[config.mk]
export PLATFORM = sky130hd
export DESIGN_NAME = mul_seq24
export DESIGN_NICKNAME = d
export VERILOG_FILES = /design/src/rtl/mul_seq24.sv
export SDC_FILE = /design/constraint.sdc
export NUM_CORES = 1
export LEC_CHECK = 0
export ABC_AREA = 0
export CAP_MARGIN = 20
export CORE_UTILIZATION = 40
export CTS_CLUSTER_SIZE = 28
export DETAILED_ROUTE_END_ITERATION = 10
export DONT_BUFFER_PORTS = 1
export PLACE_DENSITY_LB_ADDON = 0.15
export SETUP_SLACK_MARGIN = 0.5
export SLEW_MARGIN = 20
export SYNTH_ARGS = -nofsm -noshare
export SYNTH_HDL_FRONTEND = slang
export SYNTH_SLANG_ARGS = --single-unit
[constraint.sdc]
create_clock -name i_clk -period 10.6 [get_ports i_clk]
set_clock_uncertainty 0.05 [all_clocks]
set_input_delay 0.53 -clock i_clk [delete_from_list [all_inputs] [get_ports i_clk]]
set_output_delay 0.53 -clock i_clk [all_outputs]
set_load 0.03 [all_outputs]
[src/rtl/mul_seq24.sv]
// mul_seq24: sequential shift-add multiplier, signed/unsigned operands, one product bit-step per clock
module mul_seq24 #(
  parameter int WIDTH = 24
) (
  input  logic               i_clk,
  input  logic               i_rst,
  input  logic               i_start,
  input  logic               i_signed,
  input  logic [WIDTH-1:0]   i_a,
  input  logic [WIDTH-1:0]   i_b,
  output logic               o_busy,
  output logic               o_done,
  output logic [2*WIDTH-1:0] o_product
);
  localparam int PW = 2 * WIDTH;
  localparam int CW = $clog2(WIDTH);
  typedef enum logic [1:0] {IDLE, RUN, DONE} state_t;
  state_t          r_state;
  logic [PW-1:0]    r_mcand;
  logic [PW-1:0]    r_acc;
  logic [PW-1:0]    r_product;
  logic [WIDTH-1:0] r_mplier;
  logic [CW-1:0]    r_cnt;
  logic             r_neg;
  logic             r_busy;
  logic             r_done;
  logic [WIDTH-1:0] w_mag_a;
  logic [WIDTH-1:0] w_mag_b;
  logic [PW-1:0]    w_sum;
  logic             w_accept;
  // Signed operands are reduced to magnitudes; -2^(W-1) maps onto itself, which is its correct unsigned magnitude.
  assign w_mag_a  = (i_signed & i_a[WIDTH-1]) ? -i_a : i_a;
  assign w_mag_b  = (i_signed & i_b[WIDTH-1]) ? -i_b : i_b;
  assign w_sum    = r_acc + (r_mplier[0] ? r_mcand : '0);
  assign w_accept = i_start & (r_state != RUN);
  assign o_busy    = r_busy;
  assign o_done    = r_done;
  assign o_product = r_product;
  // Control and datapath: accept in IDLE/DONE, iterate LSB-first in RUN, publish the signed-corrected sum on the last step.
  always_ff @(posedge i_clk or posedge i_rst) begin
    if (i_rst) begin
      r_state   <= IDLE;
      r_mcand   <= '0;
      r_acc     <= '0;
      r_product <= '0;
      r_mplier  <= '0;
      r_cnt     <= '0;
      r_neg     <= 1'b0;
      r_busy    <= 1'b0;
      r_done    <= 1'b0;
    end else if (w_accept) begin
      r_state  <= RUN;
      r_mcand  <= {{WIDTH{1'b0}}, w_mag_a};
      r_mplier <= w_mag_b;
      r_neg    <= i_signed & (i_a[WIDTH-1] ^ i_b[WIDTH-1]);
      r_acc    <= '0;
      r_cnt    <= '0;
      r_busy   <= 1'b1;
      r_done   <= 1'b0;
    end else if (r_state == RUN) begin
      r_acc    <= w_sum;
      r_mplier <= r_mplier >> 1;
      r_mcand  <= r_mcand << 1;
      r_cnt    <= r_cnt + CW'(1);
      if (r_cnt == CW'(WIDTH - 1)) begin
        r_state   <= DONE;
        r_busy    <= 1'b0;
        r_done    <= 1'b1;
        r_product <= r_neg ? -w_sum : w_sum;
      end
    end else begin
      r_state <= IDLE;
      r_done  <= 1'b0;
    end
  end
endmodule

==> metrics.cfg <==
[route]
wl_um = 33240
viasPerCell = 5.629
first_pass_iters = 11
detail-route-antenna-nets = 0
post-route-drc-count = 19
route.vias.total = 10660
detail_route.iter0.violations = 825
wl_per_cell_um = 17.56

[global_route]
globalRouteOverflowTotal = 0
grt_start_max_net_pins = 170
grt_pass1_vias = 10220
grt_first_pass_wirelength_um = 54510
global_route_usage_over_all_layers_pct = 21.00
number_of_antenna_violations_at_the_first_check_in_global_routing = 0

[cts]
cts.sinks = 177
clk-insertion-delay-late_ns = 0.45
number_of_h_tree_levels = 4
clk_path_buf_depth = 2
clk_transition_reported_paths_ns = 0.07
total_of_cells_resized_after_clock_tree_synthesis = 0
tritoncts.num_buffers = 17
clk_root_buffer_cell = clkbuf_16
tritoncts = built

[hold_path]
worstHoldPathType = input pin to flop
holdCritStartpoint = i_b[23]

[final_layout]
area.growth.synth_to_final_pct = 6.077
finish.cell_count_without_fillers = 1893
num-nets-final = 1589
seqCellArea_sq_um = 4429
final_layout_size_suffix_gt1_share_pct = 5.210
design_area_sq_um = 13370
post-route-util_pct = 43.35
n_antenna_cell = 0
filler_cell_count = 3106
area_occupied_by_multi_input_gates_sq_um = 7700

[pwr]
p_leak_nw = 5.603
worst_ir_drop_vdd_v = 0.0001402
total_power_mw = 3.861
power_per_cell_area_nw_per_um2 = 288.9

[timing]
finalHoldWorstSlack_ns = 0.1953
timing.final.ws_setup_ns = 5.157
max_freq_mhz = 183.7
post-route-period-util_pct = 51.35
report.final.hold_viol_count = 0
maxSlewViolCount = 0
worst_tran_pin_value_ns = 0.9694
setup_repair_after_global_routing_missed_its_margin = no
timing.setup.tns_ns = 0
report.final.setup_viol = 0
worst_slew_margin_rel_pct = 33.70
fin_crit_ns = 5.443

[logic_synthesis]
ys_dominant_reg_cell = dfrtp_1
synthTopCellsByArea = dfrtp_1 35%, o21ai_0 9.1%, nand2_1 8.4%, ha_1 5.1%, xnor2_1 5.0%
synth_top_cell_area_share_pct = 35.15
synth_cell_type_count = 87
synth_warnings = 0
synth_fp_nets = 1663
seq_area_frac_synth_pct = 35.15
synthesis.instances = 1559
synth_edf_count = 0
syn_area_sq_um = 12600
asyncSetResetFlopFracSynth_pct = 100.0
synth_largest_area_cell = dfrtp_1
synth_most_common_cell = nand2_1
synthesized_area_per_cell_sq_um = 8.082
postSynthRegisterBits = 177
synthTopCellsByCount = 283 x nand2_1, 229 x o21ai_0, 177 x dfrtp_1, 87 x clkbuf_1, 74 x nand3b_1

[critical_path]
startpoint = r_mplier[0]
timing.critical_path.from_type = flop
timing_worst_setup_path_type = flop to flop
worst_reg2reg_startpoint = r_mplier[0]
worst_ep_arrival_time_ns = 5.68
worstPathMaxFanout = 29
timing.critical_path.to_type = flop
worst_ep_required_time_ns = 10.84

[outcome]
result_of_the_run = finished with violations
violations = design-rule violations

[place]
place.detailed.hpwl_um = 24260
routabilityCongestion = 0.9441
detailedPlace.worstSlack_ns = 5.222
post_dp_cell_area_sq_um = 12770
numPortBuffers = 0
placed_cells = 1861

[floorplanning]
floorplan.io_pins = 102
die_y_um = 179.5
core_sq_um = 30830
rows = 64
die_w_um = 179.5
floorplan.initialDensity_pct = 40.87
die_area_sq_um = 32210

[job]
cap_violations = 0

## area by class of cell
class	count	share of cell area, %
tap	396	3.707
sequential	177	33.14
multi-input combinational	1257	57.61
inverter	24	0.7115
timing repair buffer	8	0.4681
clock buffer	18	3.211
clock inverter	13	1.151
## critical path, stage by stage, from the launching register on
cell       delay, ns
dfrtp_1         0.65
buf_4           0.33
and2_1          0.17
ha_1            0.22
fa_1            0.45
a211oi_4        0.34
o21ai_1         0.17
a21oi_1         0.46
o221ai_1        0.23
nor2_1          0.29
xnor2_1         0.14
a2111oi_0       0.84
nand4_1         0.35
o31ai_1         0.34
xor2_1          0.16
o21ai_0         0.08
## where the power goes
| part | leakage [nW] | switching [mW] | total [mW] | internal (mW) |
|---|---|---|---|---|
| logic | 3.06 | 1.21 | 1.87 | 0.661 |
| registers | 2.27 | 0.377 | 1.34 | 0.965 |
| clock network | 0.272 | 0.294 | 0.644 | 0.351 |
## kinds of logic (layout without fill, tap and decap cells)
group / after synthesis / after routing / synth area share (%)
and+or+nand+nor: 619 / 619 / 24.69
DFF: 177 / 177 / 35.15
adders and majority gates: 52 / 52 / 5.223
buffers and inverters: 125 / 63 / 3.853
xor gates and xnor gates: 128 / 128 / 9.136
AOI/OAI and AO/OA: 452 / 452 / 21.46
muxes: 6 / 6 / 0.4866
## cells in the final DEF, fill, tap and decap left out, types with 8 or more instances in the layout
master and n:
o31ai_1 25, o21ai_1 19, xnor2_1 72, xor2_1 52
and2_1 55, inv_1 23, o211ai_1 15, nand3_1 30
nor2_1 60, nor4_1 8, dfrtp_1 177, nand2_1 283
clkbuf_16 17, ha_1 51, a21o_1 13, o21ai_0 229
nand3b_1 74, or3_1 18, nand4_1 28, a21oi_1 73
nor3_1 17
## sequential cells by signal (all words and copies together) (netlist names)
signal,count
r_acc,48
r_mcand,48
r_cnt,5
r_neg,1
r_state,2
o_product,48
r_mplier,24
o_busy,1
## repair_timing
item,4_1_cts,5_1_grt
setup endpoints to repair,0,0
hold buffers,1,0
setup buffers,0,0
hold endpoints to repair,45,0
## worst paths after layout
check                                      to  slack, ns  cells past startpoint
worst max-delay path            o_product[45]       5.16                     15
worst min-delay path             r_mplier[23]       0.20                      2
worst max register to register  o_product[45]       5.16                     15
worst min register to register    r_mplier[1]       0.43                      2
max in group asynchronous       o_product[38]       8.69                      3
min in group asynchronous        r_mplier[19]       0.53                      2
## metal layers
metal / vias up / GRT usage [%] / routed length (um)
li1: 5352 / - / -
met1: 5004 / 31.73 / 17460
met2: 258 / 29.53 / 13260
met3: 42 / 4.335 / 1974
met4: 0 / 6.655 / 554
met5: - / 0 / 0
Power figures use the tool's default switching activity.
